<file path="config.mk">
export PLATFORM = sky130hd
export DESIGN_NAME = shift_arbiter
export DESIGN_NICKNAME = d
export VERILOG_FILES = /design/src/rtl/shift_arbiter_pkg.sv /design/src/rtl/shift_arbiter_shift_right.sv /design/src/rtl/shift_arbiter.sv
export SDC_FILE = /design/constraint.sdc
export NUM_CORES = 1
export LEC_CHECK = 0
export BUFFER_PORTS_ARGS = -buffer_cell sky130_fd_sc_hd__buf_2
export CAP_MARGIN = 0
export CORE_MARGIN = 5
export CORE_UTILIZATION = 56
export CTS_BUF_LIST = sky130_fd_sc_hd__clkbuf_8
export DETAILED_ROUTE_END_ITERATION = 16
export GPL_ROUTABILITY_DRIVEN = 0
export HOLD_SLACK_MARGIN = 0.1
export PLACE_DENSITY = 0.89
export SLEW_MARGIN = 20
export SYNTH_ARGS = -nofsm -noshare
export SYNTH_HDL_FRONTEND = slang
export SYNTH_SLANG_ARGS = --single-unit
</file>
<file path="constraint.sdc">
create_clock -name clk -period 3.6 [get_ports clk]
set_input_delay 0.18 -clock clk [delete_from_list [all_inputs] [get_ports clk]]
set_output_delay 0.18 -clock clk [all_outputs]
set_load 0.005 [all_outputs]
</file>
<file path="src/rtl/shift_arbiter_pkg.sv">
// shift_arbiter_pkg: shared encodings and widths for the shift arbiter slice
package shift_arbiter_pkg;
  localparam int N_DEF = 16;
  localparam int C_DEF = 4;
  localparam logic OP_ARITH = 1'b0;
  localparam logic OP_LOGIC = 1'b1;
  typedef enum logic {IDLE = 1'b0, RESP = 1'b1} state_e;
endpackage

</file>
<file path="src/rtl/shift_arbiter_shift_right.sv">
// shift_right: 16-bit combinational right shifter, zero or sign fill
module shift_right
  import shift_arbiter_pkg::*;
(
  input  logic [15:0] in_i,
  input  logic [3:0]  cnt_i,
  input  logic        op_i,
  output logic [15:0] out_o
);
  logic [16:0] ext;
  assign ext = $signed({(op_i == OP_ARITH) & in_i[15], in_i}) >>> cnt_i;
  assign out_o = ext[15:0];
endmodule

</file>
<file path="src/rtl/shift_arbiter.sv">
// shift_arbiter: round-robin sharing of one shifter between two valid/ready ports
module shift_arbiter
  import shift_arbiter_pkg::*;
#(
  parameter int N = N_DEF,
  parameter int C = C_DEF
) (
  input  logic         clk,
  input  logic         rst,
  input  logic         req0_valid,
  output logic         req0_ready,
  input  logic [N-1:0] req0_in,
  input  logic [C-1:0] req0_cnt,
  input  logic         req0_op,
  input  logic         req1_valid,
  output logic         req1_ready,
  input  logic [N-1:0] req1_in,
  input  logic [C-1:0] req1_cnt,
  input  logic         req1_op,
  output logic         resp0_valid,
  input  logic         resp0_ready,
  output logic [N-1:0] resp0_data,
  output logic         resp1_valid,
  input  logic         resp1_ready,
  output logic [N-1:0] resp1_data
);
  state_e state_q, state_d;
  logic rr_q, rr_d, owner_q, owner_d;
  logic [N-1:0] result_q, result_d, sh_out;
  logic grant, resp_done, can_issue, acc;
  assign resp_done = (state_q == RESP) && (owner_q ? resp1_ready : resp0_ready);
  assign can_issue = (state_q == IDLE) || resp_done;
  assign grant = (req0_valid && req1_valid) ? rr_q : req1_valid;
  assign acc = can_issue && (req0_valid || req1_valid) && !rst;
  shift_right u_shift (
    .in_i  (grant ? req1_in  : req0_in),
    .cnt_i (grant ? req1_cnt : req0_cnt),
    .op_i  (grant ? req1_op  : req0_op),
    .out_o (sh_out)
  );
  // state and datapath registers, synchronous reset discards any pending result
  always_ff @(posedge clk) begin
    if (rst) begin
      state_q  <= IDLE;
      rr_q     <= 1'b0;
      owner_q  <= 1'b0;
      result_q <= '0;
    end else begin
      state_q  <= state_d;
      rr_q     <= rr_d;
      owner_q  <= owner_d;
      result_q <= result_d;
    end
  end
  // next state: a new accept always lands in RESP, a drained response alone returns to IDLE
  always_comb begin
    state_d  = acc ? RESP : (resp_done ? IDLE : state_q);
    owner_d  = acc ? grant : owner_q;
    rr_d     = acc ? ~grant : rr_q;
    result_d = acc ? sh_out : result_q;
  end
  // outputs: readiness follows the grant, response valid follows the owner
  always_comb begin
    req0_ready  = acc && !grant;
    req1_ready  = acc && grant;
    resp0_valid = (state_q == RESP) && !owner_q;
    resp1_valid = (state_q == RESP) && owner_q;
  end
  assign resp0_data = result_q;
  assign resp1_data = result_q;
endmodule

</file>
==> flow_summary_export.csv, run 1 <==
group,metric,value,unit
status,status,"finished clean",
pwr,ir_worst_vdd,0.1422,mV
clocking,cts_root_buf,"clkbuf_8",
run,drv_cap,0,
critical_path,cp-end-kind,"register",
pwr,leakagePower,1.239,nW
detailed_routing,drt-pass1-iter-count,4,
placed_design,placed_cell_area,2526,um^2
timing,worstMarginPinSlew,968.4,ps
critical_path,crit_type,"reg2reg",
critical_path,cp_slowest_cell,"mux2i_1",
detailed_routing,dr_total_vias,2301,
floorplan,core-area,4000,um^2
clocking,clk_pin_slew,70,ps
logic_synthesis,synth_top_area_cell,"dfxtp_1",
final_layout,diodes,0,
logic_synthesis,avgSynthCellArea,9.015,um^2
global_routing,overflow,0,
timing,period_share,60.77,%
floorplan,io_pins,84,
clocking,numClockSinks,19,
pwr,pwr_density_cell,287.4,nW/um^2
detailed_routing,drc,0,
pwr,netSwitchingFraction,37.13,%
clocking,ctsHoldBuffers,0,
clocking,postCtsSetupBuffers,0,
final_layout,area_growth,10.54,%
final_layout,drive_gt1_share,37.18,%
clocking,cts_resized,0,
floorplan,start_util,58.15,%
critical_path,crit_arrival,2320,ps
timing,rsz0062_at_grt,"no",
timing,drv_slew,0,
clocking,cts_tree,"done",
timing,setup_viol,0,
detailed_routing,wl_per_cell,17.93,um
detailed_routing,via_per_inst,6.356,
logic_synthesis,synth-edff-count,0,
final_layout,final_net_count,361,
timing,fin_ws,1412,ps
floorplan,dieArea,5542,um^2
clocking,clkLatencyLatePin,250,ps
global_routing,track_usage,23.36,%
timing,final-hold-violation-count,0,
critical_path,crit_chain,"nand2b_4 > nand2_4 > mux2i_1 > nand2_1 > a211oi_1 > o41ai_2",
pwr,p_switching,0.2743,mW
logic_synthesis,synth_seq_area_share,16.35,%
final_layout,final_cells,362,
logic_synthesis,post_synth_num_cell_types,56,
pwr,seqPwrFrac,33.9,%
floorplan,num_rows,23,
global_routing,grt_pass1_vias,2139,
critical_path,path_max_fanout,22,
floorplan,dieHeight,74.45,um
timing,setup-tns-final,0,ps
global_routing,antenna_found_initial,0,
pwr,p_int,0.4645,mW
placed_design,placed_cells,358,
critical_path,critPathMaxStageDelay,740,ps
worst_hold_path,hp-class,"in2reg",
critical_path,startpoint_type,"register",
logic_synthesis,synth_top_area_share,16.35,%
logic_synthesis,syn_inst,258,
timing,fmax,457.1,MHz
critical_path,cp.required,3730,ps
timing,finClkSkew,1.427,ps
clocking,cts_made_buffers,3,
pwr,power_frac_comb,46.6,%
logic_synthesis,synth_ff_type,"dfxtp_1",
detailed_routing,ant_nets,0,
logic_synthesis,ys_seq_elements,19,
detailed_routing,totalWireLength,6.490,mm
global_routing,grt_pass1_wl,10.10,mm
clocking,clk_path_buf_depth,2,
clocking,htree_levels,1,
timing,fin_crit,2188,ps
logic_synthesis,syn-num-nets,306,
floorplan,die_w,74.45,um
placed_design,dpl_worst_slack,1504,ps
pwr,pwr-share-clk,19.4,%
logic_synthesis,async_flop_share,0,%
logic_synthesis,yosys_warnings,0,
final_layout,fin_area,2571,um^2
logic_synthesis,synth_area_leaders,"dfxtp_1, mux2i_1, mux4_1",
timing,relSlewSlack,35.20,%
timing,whs,179.9,ps
placed_design,port_buffers,83,
detailed_routing,drtIter0Drc,215,
global_routing,grt_start_max_net_pins,25,
final_layout,n_fill_cell,334,
logic_synthesis,synth_area,2326,um^2
placed_design,dpl.hpwl,5.205,mm
[logic make-up (layout without fill, tap and decap cells)]
| logic type | after synthesis | count (layout) | synth area share (%) |
|---|---|---|---|
| compound gates | 57 | 57 | 18.99 |
| buf+inv | 34 | 88 | 12.10 |
| simple gates | 91 | 91 | 20.33 |
| flops | 19 | 19 | 16.35 |
| mux | 57 | 57 | 32.22 |
[power groups by stage]
| stage | Clock (mW) | Combinational [mW] | Sequential (mW) |
|---|---|---|---|
| floorplan | 0 | 0.253 | 0.255 |
| global placement | 0 | 0.329 | 0.253 |
| detailed placement | 0 | 0.339 | 0.255 |
| CTS | 0.145 | 0.341 | 0.250 |
| global route | 0.157 | 0.373 | 0.253 |
| finish | 0.144 | 0.344 | 0.251 |
[registers in the layout (all words and copies together), names as in the netlist]
signal / flops
state_q: 1
owner_q: 1
rr_q: 1
resp0_data: 16
[stage by stage]
step | power (mW) | utilization, %
2_1_floorplan | 0.5080 | -
6_report | 0.7388 | 64.28
5_1_grt | 0.7840 | 64.28
4_1_cts | 0.7364 | 64.28
3_3_place_gp | 0.5823 | 63.15
3_5_place_dp | 0.5943 | 63.15
[final cells by class]
cell class / instances / area [um^2] / area share, %
clock buffer: 3 / 41.29 / 1.606
tap: 50 / 62.56 / 2.433
sequential: 19 / 380.4 / 14.79
inverter: 1 / 3.754 / 0.1460
multi-input combinational: 205 / 1664 / 64.72
timing repair buffer: 83 / 415.4 / 16.16
clock inverter: 1 / 3.754 / 0.1460
[placed cells by master (no fill, tap or decap), types with 3 or more instances in the layout]
cell type / netlist / layout
a211oi_1: 7 / 7
a21oi_1: 7 / 7
a311oi_2: 3 / 3
a32o_1: 4 / 4
buf_2: 5 / 83
clkbuf_8: 0 / 3
dfxtp_1: 19 / 19
mux2_2: 7 / 7
mux2i_1: 37 / 37
mux4_1: 6 / 6
mux4_2: 4 / 4
nand2_1: 33 / 33
nand2b_1: 5 / 5
nand3_1: 11 / 11
nor2_1: 15 / 15
nor3_1: 3 / 3
o211ai_1: 5 / 5
o21ai_0: 6 / 6
o21ai_1: 7 / 7
or2b_1: 3 / 3
[cell usage after synthesis, types with 3 or more instances]
cell	n
mux4_2	4
mux4_1	6
nand2_1	33
a211oi_1	7
nand3_1	11
nor2_1	15
or2b_1	3
nor3_1	3
o21ai_0	6
nand2b_1	5
a21oi_1	7
o21ai_1	7
o211ai_1	5
mux2i_1	37
buf_2	5
mux2_2	7
buf_6	6
buf_4	20
a311oi_2	3
dfxtp_1	19
a32o_1	4
[path summary, 6_finish.rpt]
path / endpoint / cells after the start / startpoint / slack, ps
hold reg to reg: resp0_data[10] / 2 / resp0_data[10] / 470
setup reg to reg: resp0_data[2] / 6 / rr_q / 1410
hold / removal: resp0_data[5] / 2 / rst / 180
setup / recovery: resp0_data[2] / 6 / rr_q / 1410
[worst max-delay path: cells and delay by family, from the launching register on]
| family | cells | cell delay, ps |
|---|---|---|
| AOI/OAI and AO/OA | 2 | 390 |
| DFF | 1 | 320 |
| muxes | 1 | 740 |
| and+or+nand+nor | 3 | 600 |
[routing by layer]
layer | GRT usage, % | vias up | wire, um
met5 | 0 | - | 0
met1 | 27.79 | 1064 | 2390
met2 | 40.49 | 140 | 3163
li1 | - | 1071 | -
met4 | 10.67 | 0 | 272
met3 | 4.459 | 26 | 664
No activity file was read; power rests on OpenSTA's default activity.
==> run 2, diff against run 1 <==
--- a/config.mk
+++ b/config.mk
@@ -8,12 +8,12 @@
 export BUFFER_PORTS_ARGS = -buffer_cell sky130_fd_sc_hd__buf_2
 export CAP_MARGIN = 0
 export CORE_MARGIN = 5
-export CORE_UTILIZATION = 56
+export CORE_UTILIZATION = 47
 export CTS_BUF_LIST = sky130_fd_sc_hd__clkbuf_8
 export DETAILED_ROUTE_END_ITERATION = 16
 export GPL_ROUTABILITY_DRIVEN = 0
 export HOLD_SLACK_MARGIN = 0.1
-export PLACE_DENSITY = 0.89
+export PLACE_DENSITY = 0.79
 export SLEW_MARGIN = 20
 export SYNTH_ARGS = -nofsm -noshare
 export SYNTH_HDL_FRONTEND = slang
==> constraint.sdc (replaced) <==
create_clock -name clk -period 2 [get_ports clk]
set_input_delay 0.1 -clock clk [delete_from_list [all_inputs] [get_ports clk]]
set_output_delay 0.1 -clock clk [all_outputs]
set_load 0.005 [all_outputs]
==> run 2 against run 1 <==
Combinational power is 85% higher; design area is 4.7% higher; die area is 16% higher; critical path depth stayed put.
==> flow_summary_export.csv, run 2 (synthesis gave the netlist of run 1 again) <==
group,metric,value,unit
global_routing,grt_start_max_net_pins,22,
timing,relSlewSlack,67.45,%
pwr,pwr_density_cell,502.4,nW/um^2
pwr,p_total,1.353,mW
floorplan,dieHeight,80.35,um
worst_hold_path,hp-class,"in2reg",
timing,fmax,531.0,MHz
floorplan,num_rows,25,
global_routing,grt_pass1_vias,2128,
floorplan,die_w,80.35,um
timing,worstMarginPinSlew,483.2,ps
detailed_routing,via_per_inst,5.698,
clocking,cts_made_buffers,3,
critical_path,cp-end-kind,"register",
status,status,"finished clean",
floorplan,core-area,4755,um^2
global_routing,overflow,0,
final_layout,area_growth,15.76,%
detailed_routing,drt-pass1-iter-count,4,
final_layout,largest_reg_flops,16,
floorplan,dieArea,6456,um^2
global_routing,antenna_found_initial,0,
detailed_routing,totalWireLength,6.227,mm
clocking,cts_tree,"done",
run,drv_cap,0,
clocking,clk_path_buf_depth,2,
timing,final-hold-violation-count,0,
floorplan,io_pins,84,
timing,period_share,94.16,%
timing,setup_viol,0,
critical_path,startpoint_type,"register",
critical_path,timing.reg2reg.setup_slack,120,ps
floorplan,start_util,48.92,%
critical_path,path_max_fanout,21,
timing,setup-tns-final,0,ps
critical_path,crit_type,"reg2reg",
placed_design,port_buffers,83,
pwr,leakagePower,1.295,nW
pwr,ir_worst_vdd,0.1961,mV
clocking,cts_root_buf,"clkbuf_8",
final_layout,final_net_count,373,
clocking,clk_pin_slew,70,ps
placed_design,dpl.hpwl,5.192,mm
detailed_routing,ant_nets,0,
critical_path,cp.required,2170,ps
critical_path,crit_arrival,2060,ps
final_layout,final_common_cell,"buf_2",
worst_hold_path,min_path_cells,4,
detailed_routing,drc,0,
global_routing,grt_pass1_wl,9.804,mm
timing,fin_crit,1883,ps
detailed_routing,drtIter0Drc,193,
final_layout,diodes,0,
clocking,numClockSinks,19,
global_routing,track_usage,19.16,%
critical_path,reg2regPathDepth,6,
timing,finClkSkew,2.408,ps
final_layout,drive_gt1_share,39.81,%
timing,drv_slew,0,
clocking,clkLatencyLatePin,260,ps
timing,rsz0062_at_grt,"no",
detailed_routing,dr_total_vias,2228,
detailed_routing,wl_per_cell,15.93,um
final_layout,final_cell_mix,"buf_2, mux2i_1, nand2_1, dfxtp_1, nor2_1",
clocking,htree_levels,1,
run 2: where the power goes:
| group | internal (mW) | switching, mW |
|---|---|---|
| registers | 0.421 | 0.0269 |
| logic | 0.299 | 0.339 |
| clock network | 0.139 | 0.129 |
| total | 0.858 | 0.495 |
run 2: path summary, 6_finish.rpt:
path,startpoint,endpoint
setup reg to reg,rr_q,resp0_data[6]
setup / recovery,rr_q,resp0_data[6]
hold reg to reg,rr_q,rr_q
hold / removal,resp0_ready,state_q
run 2: area by class of cell:
type | count | area (um^2)
Fill cell | 460 | 2062
Multi-Input combinational cell | 205 | 1670
Timing Repair Buffer | 95 | 508.0
Sequential cell | 19 | 380.4
Tap cell | 67 | 83.83
Clock buffer | 3 | 41.29
Clock inverter | 1 | 5.005
Inverter | 1 | 3.754
run 2: worst max-delay path, cell delays in order, from the launching register on:
cell,delay [ps]
dfxtp_1,330
nand2b_4,150
and2_2,440
mux2_2,400
mux2i_1,150
a2bb2oi_1,80
a311oi_1,240
run 2: repair_timing:
action,4_1_cts,5_1_grt
buffers inserted,0,0
endpoints found under the hold margin,1,0
gates resized for setup,0,1
endpoints found under the setup margin,0,1
hold buffers,1,0
run 2: per-layer routing:
metal / global-route usage, % / vias to the layer above / share of wire (%)
met5: 0 / - / 0
met4: 4.730 / 0 / 1.8
li1: - / 1092 / -
met1: 24.56 / 1022 / 42
met3: 3.363 / 16 / 7.9
met2: 33.11 / 98 / 48
run 2: metrics by stage:
step / setup slack [ps] / area [um^2] / hold slack [ps] / util (%) / cells
after floorplan: 344.8 / 2326 / 167.9 / - / 258
after global placement: 171.1 / 2630 / 371.2 / 55.32 / 386
after detailed placement: 165.1 / 2630 / 373.3 / 55.32 / 386
after CTS: 134.8 / 2686 / 199.1 / 56.50 / 391
after global routing: 12.78 / 2693 / 214.6 / 56.63 / 391
final: 116.8 / 2693 / 191.0 / 56.63 / 391
==> run 3, diff against run 2 <==
--- a/config.mk
+++ b/config.mk
@@ -12,7 +12,8 @@
 export CTS_BUF_LIST = sky130_fd_sc_hd__clkbuf_8
 export DETAILED_ROUTE_END_ITERATION = 16
 export GPL_ROUTABILITY_DRIVEN = 0
-export HOLD_SLACK_MARGIN = 0.1
+export GPL_TIMING_DRIVEN = 0
+export HOLD_SLACK_MARGIN = 0.08
 export PLACE_DENSITY = 0.79
 export SLEW_MARGIN = 20
 export SYNTH_ARGS = -nofsm -noshare
==> run 3 against run 2 <==
Combinational power rose by 10%; clock power shrank 6%; via count increased by 5.9%; hold slack got worse by 91 ps; count of clock-buffer cells in the layout stayed put; fmax shrank 1.9%; global-route usage up 1.3 points; design area increased by 6.5%; first-iteration DRC count decreased by 9.8%; largest cell class unchanged; non-clock buffer count rose by 18; critical path depth grew 1; sequential power up 0.9%.
==> flow_summary_export.csv, run 3 (synthesis gave the netlist of run 1 again) <==
group,metric,value,unit
detailed_routing,totalWireLength,6.580,mm
floorplan,dieHeight,80.35,um
timing,worstMarginPinSlew,528.6,ps
detailed_routing,wl_per_cell,16.09,um
clocking,clk_pin_slew,60,ps
timing,fin_crit,1920,ps
timing,final-hold-violation-count,0,
placed_design,dpl.hpwl,5.486,mm
global_routing,grt_start_max_net_pins,11,
detailed_routing,drt-pass1-iter-count,4,
final_layout,final_cell_mix,"buf_2, mux2i_1, nand2_1, buf_4, dfxtp_1",
clocking,cts_made_buffers,3,
run,drv_cap,0,
global_routing,grt_pass1_wl,10.61,mm
final_layout,final_net_count,391,
floorplan,die_w,80.35,um
global_routing,grt_pass1_vias,2265,
timing,whs,99.95,ps
clocking,postCtsSetupBuffers,0,
global_routing,busiest_layer,"met2",
final_layout,diodes,0,
floorplan,core-area,4755,um^2
critical_path,crit_type,"reg2reg",
detailed_routing,drc,0,
clocking,cts_tree,"done",
floorplan,num_rows,25,
final_layout,seq_area,380.4,um^2
final_layout,drive_gt1_share,42.98,%
final_layout,multi_input_area,1675,um^2
clocking,cts_root_buf,"clkbuf_8",
clocking,ctsHoldBuffers,0,
clocking,clk_path_buf_depth,2,
floorplan,dieArea,6456,um^2
final_layout,fin_util,60.29,%
status,status,"finished clean",
final_layout,fin_area,2867,um^2
critical_path,crit_arrival,2060,ps
timing,rsz0062_at_grt,"no",
final_layout,largest_reg_flops,16,
pwr,ir_worst_vdd,0.3033,mV
global_routing,grt_util_met1,26.70,%
pwr,leakagePower,1.402,nW
global_routing,track_usage,20.43,%
placed_design,port_buffers,80,
timing,finClkSkew,1.708,ps
clocking,numClockSinks,19,
timing,fin_ws,79.78,ps
global_routing,antenna_found_initial,0,
timing,setup_viol,0,
pwr,pwr_density_cell,490.4,nW/um^2
detailed_routing,via_per_inst,5.768,
critical_path,cp.required,2140,ps
timing,setup-tns-final,0,ps
floorplan,start_util,48.92,%
global_routing,use_met2,35.93,%
final_layout,area_growth,23.24,%
final_layout,final_common_cell,"buf_2",
timing,fmax,520.8,MHz
clocking,clkLatencyLatePin,250,ps
critical_path,startpoint_type,"register",
placed_design,dpl_worst_slack,122.8,ps
global_routing,grt_use_met3,3.251,%
detailed_routing,drtIter0Drc,174,
detailed_routing,dr_total_vias,2359,
critical_path,path_max_fanout,10,
floorplan,io_pins,84,
timing,drv_slew,0,
clocking,cts_resized,0,
placed_design,placed_cell_area,2810,um^2
global_routing,overflow,0,
final_layout,n_fill_cell,445,
worst_hold_path,hp-class,"in2reg",
critical_path,cp-end-kind,"register",
timing,relSlewSlack,64.06,%
clocking,htree_levels,1,
timing,period_share,96.01,%
detailed_routing,ant_nets,0,
run 3: cell type report:
cell class	count	area share, %
clock inverters	1	0.1309
well taps	67	2.924
inverters	1	0.1309
plain buffers	33	9.690
multi-input cells	205	58.45
repair buffers	80	13.97
clock buffers	3	1.440
flip-flops and latches	19	13.27
run 3: path summary, 6_finish.rpt:
| check | from | to | slack (ps) | depth (start not counted) |
|---|---|---|---|---|
| worst max register to register | rr_q | resp0_data[0] | 80 | 7 |
| worst min-delay path | rst | resp0_data[5] | 100 | 2 |
| worst min register to register | resp0_data[11] | resp0_data[11] | 460 | 2 |
| worst max-delay path | rr_q | resp0_data[0] | 80 | 7 |
run 3: where the power goes:
part	internal, mW	switching, mW
Clock	0.136	0.115
Sequential	0.421	0.0300
Combinational	0.350	0.354
Total	0.907	0.499
run 3: layer usage:
layer | up-vias | part of all wire, %
met5 | - | 0
met4 | 0 | 1.6
met3 | 15 | 8.4
met2 | 111 | 49
met1 | 1099 | 41
li1 | 1134 | -
run 3: stage by stage:
| stage | cells | power (mW) |
|---|---|---|
| floorplan | 258 | 0.9145 |
| global route | 409 | 1.497 |
| CTS | 409 | 1.403 |
| detailed placement | 405 | 1.155 |
| global placement | 405 | 1.138 |
| finish | 409 | 1.406 |
run 3: critical path: stages, from the launching register on:
cell	delay [ps]
dfxtp_1	320
nand2b_4	160
nand2_4	110
buf_6	170
mux2i_1	420
mux2_2	410
o21ai_1	160
nand2_1	60
